### config.mk
export PLATFORM = sky130hd
export DESIGN_NAME = cmd_stream_sequencer
export DESIGN_NICKNAME = d
export VERILOG_FILES = /design/src/rtl/seq_pkg.sv /design/src/rtl/seq_out_reg.sv /design/src/rtl/cmd_stream_sequencer.sv
export SDC_FILE = /design/constraint.sdc
export NUM_CORES = 1
export LEC_CHECK = 0
export ABC_AREA = 1
export CAP_MARGIN = 5
export CORE_MARGIN = 2
export CORE_UTILIZATION = 31
export CTS_BUF_LIST = sky130_fd_sc_hd__clkbuf_8
export DETAILED_ROUTE_END_ITERATION = 16
export PLACE_DENSITY = 0.49
export SYNTH_ARGS = -nofsm -noshare
export SYNTH_HDL_FRONTEND = slang
export SYNTH_SLANG_ARGS = --single-unit
### constraint.sdc
create_clock -name clk -period 2.6 [get_ports clk]
set_input_delay 0.52 -clock clk [delete_from_list [all_inputs] [get_ports clk]]
set_output_delay 0.52 -clock clk [all_outputs]
set_load 0.01 [all_outputs]
### src/rtl/seq_pkg.sv
// Shared command/state enums for the command stream sequencer and its consumers.
// Pure type definitions: no latency, no flow control.
package seq_pkg;

  typedef enum logic [1:0] {
    CMD_NOP   = 2'd0,
    CMD_LOAD  = 2'd1,
    CMD_STEP  = 2'd2,
    CMD_FLUSH = 2'd3
  } cmd_t;

  typedef enum logic [1:0] {
    ST_IDLE   = 2'd0,
    ST_ACTIVE = 2'd1,
    ST_HOLD   = 2'd2
  } state_t;

endpackage

### src/rtl/seq_out_reg.sv
// One-entry valid/ready output register carrying data plus a last flag; 1-cycle latency.
// Accepts when empty or being drained (push_ready = !out_valid || out_ready); holds contents stable while stalled.
module seq_out_reg #(
  parameter int DATA_W = 8
) (
  input  logic              clk,
  input  logic              rst_n,
  input  logic              push_valid,
  output logic              push_ready,
  input  logic [DATA_W-1:0] push_data,
  input  logic              push_last,
  output logic              out_valid,
  input  logic              out_ready,
  output logic [DATA_W-1:0] out_data,
  output logic              out_last
);

  assign push_ready = !out_valid || out_ready;

  always_ff @(posedge clk) begin
    if (!rst_n) begin
      out_valid <= 1'b0;
      out_data  <= '0;
      out_last  <= 1'b0;
    end else if (push_valid && push_ready) begin
      // a push coinciding with a pop replaces the old beat; valid stays high
      out_valid <= 1'b1;
      out_data  <= push_data;
      out_last  <= push_last;
    end else if (out_ready) begin
      out_valid <= 1'b0;
    end
  end

endmodule

### src/rtl/cmd_stream_sequencer.sv
// Turns LOAD/STEP/FLUSH commands into a registered stream of base+count beats; 1-cycle latency.
// Commands stall (in_ready=0) while the output beat is held by downstream backpressure.
module cmd_stream_sequencer
  import seq_pkg::*;
#(
  parameter int DATA_W = 8,
  parameter int CNT_W  = 4
) (
  input  logic              clk,
  input  logic              rst_n,
  input  logic              in_valid,
  output logic              in_ready,
  input  cmd_t              in_cmd,
  input  logic [DATA_W-1:0] in_data,
  output logic              out_valid,
  input  logic              out_ready,
  output logic [DATA_W-1:0] out_data,
  output logic              out_last,
  output logic              err_o,
  output state_t            state_o
);

  localparam logic [CNT_W-1:0] CNT_MAX = '1;

  state_t            state;
  logic [DATA_W-1:0] base;
  logic [CNT_W-1:0]  count;
  logic              err_q;
  logic              accept;
  logic              active;
  logic              push_valid;
  logic              push_last;
  logic [DATA_W-1:0] sum;

  assign accept = in_valid && in_ready;
  assign active = (state == ST_ACTIVE);
  assign sum    = base + DATA_W'(count);

  always_comb begin
    push_valid = 1'b0;
    push_last  = 1'b0;
    if (accept && active) begin
      case (in_cmd)
        CMD_STEP: begin
          push_valid = 1'b1;
          push_last  = (count == CNT_MAX);
        end
        CMD_FLUSH: begin
          push_valid = 1'b1;
          push_last  = 1'b1;
        end
        default: ;
      endcase
    end
  end

  always_ff @(posedge clk) begin
    if (!rst_n) begin
      state <= ST_IDLE;
      base  <= '0;
      count <= '0;
      err_q <= 1'b0;
    end else begin
      err_q <= accept && !active && (in_cmd == CMD_STEP || in_cmd == CMD_FLUSH);
      if (accept) begin
        case (in_cmd)
          CMD_LOAD: begin
            base  <= in_data;
            count <= '0;
            state <= ST_ACTIVE;
          end
          CMD_STEP: begin
            if (active) begin
              if (count == CNT_MAX) begin
                count <= '0;
                state <= ST_IDLE;
              end else begin
                count <= count + 1'b1;
              end
            end
          end
          CMD_FLUSH: begin
            if (active) begin
              count <= '0;
              state <= ST_IDLE;
            end
          end
          default: ;
        endcase
      end
    end
  end

  // HOLD is a view of the stall, so it tracks the stalled cycles exactly
  assign state_o = (out_valid && !out_ready) ? ST_HOLD : state;
  assign err_o   = err_q;

  seq_out_reg #(
    .DATA_W(DATA_W)
  ) u_out_reg (
    .clk        (clk),
    .rst_n      (rst_n),
    .push_valid (push_valid),
    .push_ready (in_ready),
    .push_data  (sum),
    .push_last  (push_last),
    .out_valid  (out_valid),
    .out_ready  (out_ready),
    .out_data   (out_data),
    .out_last   (out_last)
  );

endmodule
# ---- Word level (Yosys, flattened, before mapping)
# Cells that the tools add are included.
dict set report word_totals {
  regBits 25
  elab_cells 49
}
dict set report classes {
  addsub 2
  eq_ne 8
  muxes 15
  n_reduce_logical 17
}
# cell count
set ops {}
lappend ops {{$mux W4} 3}
lappend ops {{$pmux W4 S3} 1}
lappend ops {{$add A8 B4 Y8} 1}
lappend ops {{$mux W2} 4}
lappend ops {{$logic_and A1 B1 Y1} 6}
lappend ops {{$pmux W2 S3} 1}
lappend ops {{$mux W1} 5}
lappend ops {{$reduce_and A5 Y1} 1}
lappend ops {{$add A4 B1 Y4 const B} 1}
lappend ops {{$eq A2 B1 Y1 const B} 2}
lappend ops {{$eq A2 B2 Y1 const B} 2}
lappend ops {{$eq A4 B4 Y1 const B} 1}
lappend ops {{$ne A2 B2 Y1 const B} 2}
lappend ops {{$reduce_and A4 Y1} 1}
lappend ops {{$logic_not A1 Y1} 3}
lappend ops {{$reduce_bool A3 Y1} 1}
lappend ops {{$logic_or A1 B1 Y1} 2}
lappend ops {{$ne A2 B1 Y1 const B} 1}
lappend ops {{$pmux W1 S2} 1}
lappend ops {{$reduce_and A2 Y1} 1}
lappend ops {{$reduce_bool A2 Y1} 1}
lappend ops {{$reduce_or A2 Y1} 1}

# ---- Depth between registers and ports, before layout
# Gate-level depths: netlist (run 1).
dict set report logic_depth {
  word_depth 7
  ltp_mapped 10
}

# ---- Modules after synthesis
# From an unflattened synthesis (run 1), not the netlist that was laid out.
dict set report unflattened {
  cells_unflattened 193
  area_unflattened_um2 1342.5
}
# module instances cells_per_inst area_each_um2 seq_area_each_um2
set modules_own_cells {}
lappend modules_own_cells {cmd_stream_sequencer 1 129 862.1 280.3}
lappend modules_own_cells {seq_out_reg 1 64 480.5 200.2}

# ---- Worst setup path after synthesis (run 1)
# No wires, ideal clock.
dict set report synth_timing {
  path_type {register to register}
  startpoint {reg count[0]}
  endpoint {reg u_out_reg.out_data[6]}
  setup_time_ps 109
  arrival_ps 1436
  slack_ps 1055
  stages_incl_launch_ff 11
  n_path_buf 0
  synth_period_minus_slack_ps 1545
  path_cell_list {dfxtp_1 > ha_1 > inv_1 > fa_1 > nand3b_1 > nand2_1 > nand2_1 > nand2_1 > nand3_1 > nand2_1 > inv_1}
}
dict set report synth_via {
  elab_chain_len 1
}
# element line
set synth_lines {}
lappend synth_lines {{from (decl)} cmd_stream_sequencer.sv:27} ;# logic [CNT_W-1:0] count;
lappend synth_lines {{from (signal assigned)} cmd_stream_sequencer.sv:78} ;# count <= count + 1'b1;
lappend synth_lines {{$add A8 B4 Y8} cmd_stream_sequencer.sv:37} ;# assign sum = base + DATA_W'(count);
lappend synth_lines {{to (signal assigned)} seq_out_reg.sv:28} ;# out_data <= push_data;
lappend synth_lines {{to (decl)} seq_out_reg.sv:14} ;# output logic [DATA_W-1:0] out_data,
# Every way passes these cells.
# A chain may end at the register's enable or synchronous reset.

# ---- Worst setup path after layout (run 1)
dict set report layout_timing {
  startpoint {in out_ready}
  endpoint {out state_o[0]}
}
dict set report layout_via {
  elab_chain_len 3
}
# element line
set layout_lines {}
lappend layout_lines {{from (decl)} cmd_stream_sequencer.sv:16} ;# input logic out_ready,
lappend layout_lines {{$logic_not A1 Y1} cmd_stream_sequencer.sv:95} ;# assign state_o = (out_valid && !out_ready) ? ST_HOLD : state;
lappend layout_lines {{$logic_and A1 B1 Y1} cmd_stream_sequencer.sv:95}
lappend layout_lines {{$mux W2} cmd_stream_sequencer.sv:95}
lappend layout_lines {{to (decl)} cmd_stream_sequencer.sv:20} ;# output state_t state_o
# Every way passes these cells.

==> qor.log, run 1 <==
[setup_path] sort of element at the end of the critical path output pin
[cts] CTS tree yes
[grt] grt ovf 0
[cts] clock network latency to the later pin of the worst-skew pair 0.27 ns
[cells_and_area] number of inserted filler cells in the final layout 411
[floorplan] area of the core 4000 sq um
[cells_and_area] number of nets in the layout 230
[grt] wire length of the first global-routing pass 5.12 mm
[setup_path] critical path class in2out
[placement] DPL Wire Length 2.28 mm
[sta] worst slew margin relative to its limit 0.618
[cells_and_area] Synth-to-Final Area Change 29.6%
[setup_path] critical path data arrival time 1.81 ns
[run_status] result of the run completed
[sta] min Tclk post-route 2.33 ns
[floorplan] standard-cell row count 23
[floorplan] vertical die dimension 68.4 microns
[routing] DRC errors left 0
[cells_and_area] sequential standard cell area 480 sq um
[sta] number of pins exceeding their max-slew limit in the final report 0
[routing] DRT Pass-1 Iters 4
[synthesis] ys async rst share 0
[floorplan] die outline area 4680 sq um
[power] total leakage power 0.722 nW
[sta] post-route clock period utilization 0.896
[cts] total number of clock tree sinks 24
[grt] maximum number of pins on one net before global-route repair 14
[cts] post-CTS setup buffers 0
[sta] Fmax 429 MHz
[setup_path] largest driver fanout on the critical path 3
[setup_path] startpoint type of the worst setup path input pin
[floorplan] num ports 28
[routing] wire length per cell 11.5 microns
[synthesis] cell area after synthesis 1290 sq um
[synthesis] number of unique standard cell types used by synthesis 28
[run] maxcap violations 0
[power] pwr dens 449 nW/um^2
[cts] cts bufs inserted 3
[routing] DRC violation total after the first TritonRoute iteration 44
[power] worst IR drop on VDD 0.188 mV
[cts] clk slew on worst S/H paths 0.09 ns
[placement] total placed cells including tap cells 255
[setup_path] Crit path required time 2.08 ns
[routing] number of routed nets with antenna violations 0
[sta] final number of hold-violating endpoints 0
[sta] accumulated negative setup slack 0 ns
[cells_and_area] ant diodes 0
[synthesis] Synth Area per Inst 7.19 sq um
[hold_path] path type of the worst min-delay path reg2reg
[cells_and_area] commonest cells after routing, fill and taps aside nand2_1 (37), clkdlybuf4s50_1 (27), inv_1 (26)
[floorplan] initial cell density of the core 0.322
[routing] post-DR vias/cell 4.68
[synthesis] Mapped Nets 199
[floorplan] die span in x 68.4 microns
[routing] Routed WL 2.97 mm
[placement] Port Buf Inserts 27
[grt] via count of the first global-routing pass 1,157
[sta] unrepaired setup endpoints after global routing no
[cts] number of buffers added to fix hold violations after cts 0
[cts] largest buffer count on any clock path 2
[cells_and_area] number of cells in the finished layout apart from fillers 259
[cts] clock root cell clkbuf_8
[sta] Final Skew 0.00399 ns
[cells_and_area] share of final-layout standard cells stronger than drive strength 1 0.0957
[synthesis] register bit count reported by yosys 24
[placement] routability congestion estimate from global placement 0.807
[cts] Resized Gates After CTS 0
[routing] vias after detailed routing 1,211
[synthesis] most instantiated flip-flop cell in the synthesis netlist dfxtp_1
[cells_and_area] most common cell after layout, fill and taps aside nand2_1
[grt] antenna violations before repair 0
[synthesis] synth warn 0
[sta] number of endpoints failing setup at the final stage 0
[cts] total number of H-tree levels 1
[cells_and_area] multi-input gate area in the final layout 681 sq um
[synthesis] fraction of the yosys area taken by sequential cells 0.373
[grt] GR Util All Layers 0.143
[synthesis] number of enable-type register cells in the synthesized netlist 0
[sta] worst slew pin tran 0.571 ns
[synthesis] post-synthesis instance total 179
-- Yosys cell counts (2+ instances only) --
cell type,n,area share
a21oi_1,13,0.051
dfxtp_1,24,0.37
ha_1,5,0.049
inv_1,26,0.076
inv_2,2,0.0058
nand2_1,37,0.11
nand2_4,2,0.017
nand3_1,11,0.043
nand3_2,2,0.016
nand3b_1,3,0.017
nand4_1,3,0.015
nor2_1,20,0.058
nor3_1,3,0.012
o21ai_0,11,0.043
o21ai_1,2,0.0078
or2_2,3,0.015
-- stage by stage --
step | power (mW) | setup slack, ns | hold slack [ns] | utilization | cell area [sq um]
after CTS | 0.760 | 0.260 | 0.481 | 0.417 | 1670
final | 0.750 | 0.271 | 0.484 | 0.417 | 1670
after global routing | 0.795 | 0.197 | 0.522 | 0.417 | 1670
after floorplan | 0.454 | 1.06 | 0.444 | - | 1290
after detailed placement | 0.500 | 0.262 | 0.467 | 0.404 | 1610
after global placement | 0.498 | 0.305 | 0.460 | 0.404 | 1610
-- final cells by class --
class / instances / share of cell area
clock buffer: 4 / 0.0330
inverter: 28 / 0.0630
multi-input combinational: 124 / 0.408
sequential: 24 / 0.288
tap: 50 / 0.0375
timing repair buffer: 29 / 0.171
-- power by group --
group / leakage (nW) / internal [mW] / total (mW) / switching, mW
Sequential: 0.195 / 0.380 / 0.390 / 0.0101
Clock: 0.0288 / 0.135 / 0.259 / 0.124
Combinational: 0.498 / 0.0482 / 0.100 / 0.0523
Total: 0.722 / 0.564 / 0.750 / 0.186
-- routing by layer --
layer / track usage / share of wire
met5: 0 / 0
met1: 0.199 / 0.49
met3: 0.0214 / 0.059
met2: 0.225 / 0.44
met4: 0.0500 / 0.0071
-- worst max-delay path, cell delays in order --
cell and delay, ns:
clkdlybuf4s50_1 0.47, inv_2 0.06, nand2_4 0.07, inv_1 0.06
nor2_1 0.09, clkdlybuf4s50_1 0.54
-- sequential cells by signal (all words and copies together), names as in the netlist --
name and flops:
state 1, u_out_reg.out_valid 1, count 4, base 8, err_o 1, u_out_reg.out_last 1, u_out_reg.out_data 8
-- final timing paths --
path / start / endpoint / slack (ns) / depth (start not counted)
max reg2reg: count[0] / u_out_reg.out_data[6] / 0.82 / 10
min reg2reg: base[7] / base[7] / 0.48 / 2
max: out_ready / state_o[0] / 0.27 / 6
min: base[7] / base[7] / 0.48 / 2
-- logic make-up after synthesis --
family                   count (synthesis)  share of synthesized area
XOR/XNOR                                 1                    0.00680
buffers and inverters                   31                     0.0981
flip-flops                              24                      0.373
AND/OR/NAND/NOR                         86                      0.318
AO/OA/AOI/OAI                           31                      0.140
adder cells (fa/ha/maj)                  6                     0.0641
Note: power is estimated with default switching activity, not from simulation.
==> run 2: changes to the inputs <==
--- a/config.mk
+++ b/config.mk
@@ -11,7 +11,7 @@
 export CORE_UTILIZATION = 31
 export CTS_BUF_LIST = sky130_fd_sc_hd__clkbuf_8
 export DETAILED_ROUTE_END_ITERATION = 16
-export PLACE_DENSITY = 0.49
+export PLACE_DENSITY = 0.51
 export SYNTH_ARGS = -nofsm -noshare
 export SYNTH_HDL_FRONTEND = slang
 export SYNTH_SLANG_ARGS = --single-unit
==> constraint.sdc (replaced) <==
create_clock -name clk -period 2.1 [get_ports clk]
set_input_delay 0.42 -clock clk [delete_from_list [all_inputs] [get_ports clk]]
set_output_delay 0.42 -clock clk [all_outputs]
set_load 0.01 [all_outputs]
==> run 2 against run 1 <==
Effect of this change: routed wire length down 0.37%; first-iteration DRC count down 4.5%; clock skew down 0.0012 ns; die area unchanged; critical endpoint is now state_o[1].
==> qor.log, run 2 (synthesis results as in run 1) <==
[run_status] result of the run completed
[floorplan] die outline area 4680 sq um
[floorplan] initial cell density of the core 0.322
[sta] unrepaired setup endpoints after global routing no
[setup_path] startpoint type of the worst setup path input pin
[cts] clock root cell clkbuf_8
[sta] worst slew pin tran 0.285 ns
[floorplan] num ports 28
[floorplan] die span in x 68.4 microns
[cts] post-CTS setup buffers 0
[setup_path] setup slack, reg-to-reg 0.36 ns
[setup_path] Crit path required time 1.68 ns
[power] worst IR drop on VDD 0.268 mV
[sta] Final Skew 0.00279 ns
[cts] number of buffers added to fix hold violations after cts 0
[power] pwr dens 525 nW/um^2
[routing] Routed WL 2.96 mm
[hold_path] worst hold path startpoint base[7]
[sta] worst-case setup margin in the final layout 0.0915 ns
[cts] CTS tree yes
[sta] worst slew margin relative to its limit 0.809
[sta] final number of hold-violating endpoints 0
[routing] DRC errors left 0
[power] total leakage power 0.738 nW
[cts] total number of clock tree sinks 24
[sta] Fmax 498 MHz
[cells_and_area] most common cell after layout, fill and taps aside nand2_1
[cells_and_area] commonest cells after routing, fill and taps aside nand2_1 (37), inv_1 (26), clkdlybuf4s50_1 (26)
[setup_path] number of cells on the worst reg-to-reg path 10
[cts] clk slew on worst S/H paths 0.08 ns
[hold_path] worst hold endpoint base[7]
[cells_and_area] ant diodes 0
[placement] worst-case setup slack after placement 0.0197 ns
[cts] total number of H-tree levels 1
[sta] number of endpoints failing setup at the final stage 0
[cells_and_area] number of nets in the layout 231
[grt] GR Util All Layers 0.145
[grt] antenna violations before repair 0
[grt] wire length of the first global-routing pass 5.04 mm
[routing] number of routed nets with antenna violations 0
[cells_and_area] biggest regs base (8), u_out_reg.out_data (8), count (4)
[setup_path] critical path class in2out
[floorplan] vertical die dimension 68.4 microns
[routing] vias after detailed routing 1,187
[grt] maximum number of pins on one net before global-route repair 17
[sta] min Tclk post-route 2.01 ns
[setup_path] destination of the worst register-to-register timing path u_out_reg.out_data[6]
[placement] Port Buf Inserts 27
[sta] accumulated negative setup slack 0 ns
[cts] largest buffer count on any clock path 2
[routing] DRT Pass-1 Iters 4
[routing] DRC violation total after the first TritonRoute iteration 42
[cells_and_area] Synth-to-Final Area Change 30.3%
[setup_path] reg2reg start count[0]
[grt] via count of the first global-routing pass 1,092
[routing] wire length per cell 11.4 microns
[setup_path] critical path data arrival time 1.59 ns
[cts] clock network latency to the later pin of the worst-skew pair 0.26 ns
[cells_and_area] number of inserted filler cells in the final layout 410
[floorplan] area of the core 4000 sq um
[placement] routability congestion estimate from global placement 0.749
[sta] Hold Worst Slack 0.480 ns
[cells_and_area] share of final-layout standard cells stronger than drive strength 1 0.0957
[grt] grt ovf 0
[sta] number of pins exceeding their max-slew limit in the final report 0
[routing] post-DR vias/cell 4.58
[run] maxcap violations 0
[cts] Resized Gates After CTS 0
[setup_path] sort of element at the end of the critical path output pin
[hold_path] Hold Path Cell Cnt 2
[floorplan] standard-cell row count 23
[hold_path] path type of the worst min-delay path reg2reg
[setup_path] largest driver fanout on the critical path 3
[cts] cts bufs inserted 3
[placement] DPL Wire Length 2.26 mm
[sta] post-route clock period utilization 0.956
run 2: cell count changes in the layout (fill, tap and decap cells not counted), sizes merged:
cell           before  now
buf                 2    3
clkbuf              4    3
clkdlybuf4s50      27   26
dlymetal6s2s        0    1
run 2: how the worst max path moves through the flow:
| stage | start | endpoint | slack (ns) |
|---|---|---|---|
| 6_report | out_ready | state_o[1] | 0.09 |
| 5_1_grt | out_ready | state_o[1] | 0.03 |
| 2_1_floorplan | count[0] | u_out_reg.out_data[6] | 0.56 |
| 3_3_place_gp | out_ready | state_o[0] | 0.02 |
| 4_1_cts | out_ready | state_o[0] | 0.006 |
| 3_5_place_dp | out_ready | state_o[0] | 0.02 |
run 2: per-stage QoR:
stage / cell area [sq um] / util / instances / power [mW]
final: 1680 / 0.419 / 259 / 0.882
after global routing: 1680 / 0.419 / 259 / 0.928
after CTS: 1680 / 0.419 / 259 / 0.891
after detailed placement: 1630 / 0.409 / 256 / 0.620
after global placement: 1630 / 0.409 / 256 / 0.618
after floorplan: 1290 / - / 179 / 0.562
run 2: cell type report:
cell class | instances | area (sq um) | area share
clock buffer | 3 | 41.3 | 0.0246
inverter | 28 | 105 | 0.0626
multi-input combinational | 124 | 681 | 0.406
sequential | 24 | 480 | 0.286
tap | 50 | 62.6 | 0.0373
timing repair buffer | 30 | 308 | 0.183
run 2: layer usage:
layer  global-route usage  part of all wire  vias to the layer above
met5                    0                 0                        -
met4               0.0475             0.014                        0
met3               0.0313             0.053                        5
met2                0.210              0.42                       34
met1                0.212              0.51                      507
li1                     -                 -                      641
run 2: where the power goes:
| part | internal [mW] | switching, mW | total [mW] |
|---|---|---|---|
| clock network | 0.128 | 0.144 | 0.273 |
| registers | 0.470 | 0.0125 | 0.483 |
| logic | 0.0607 | 0.0652 | 0.126 |
run 2: worst max-delay path, cell delays in order:
cell	delay (ns)
clkdlybuf4s50_1	0.41
inv_2	0.08
nand2_4	0.05
inv_1	0.09
clkdlybuf4s50_1	0.54
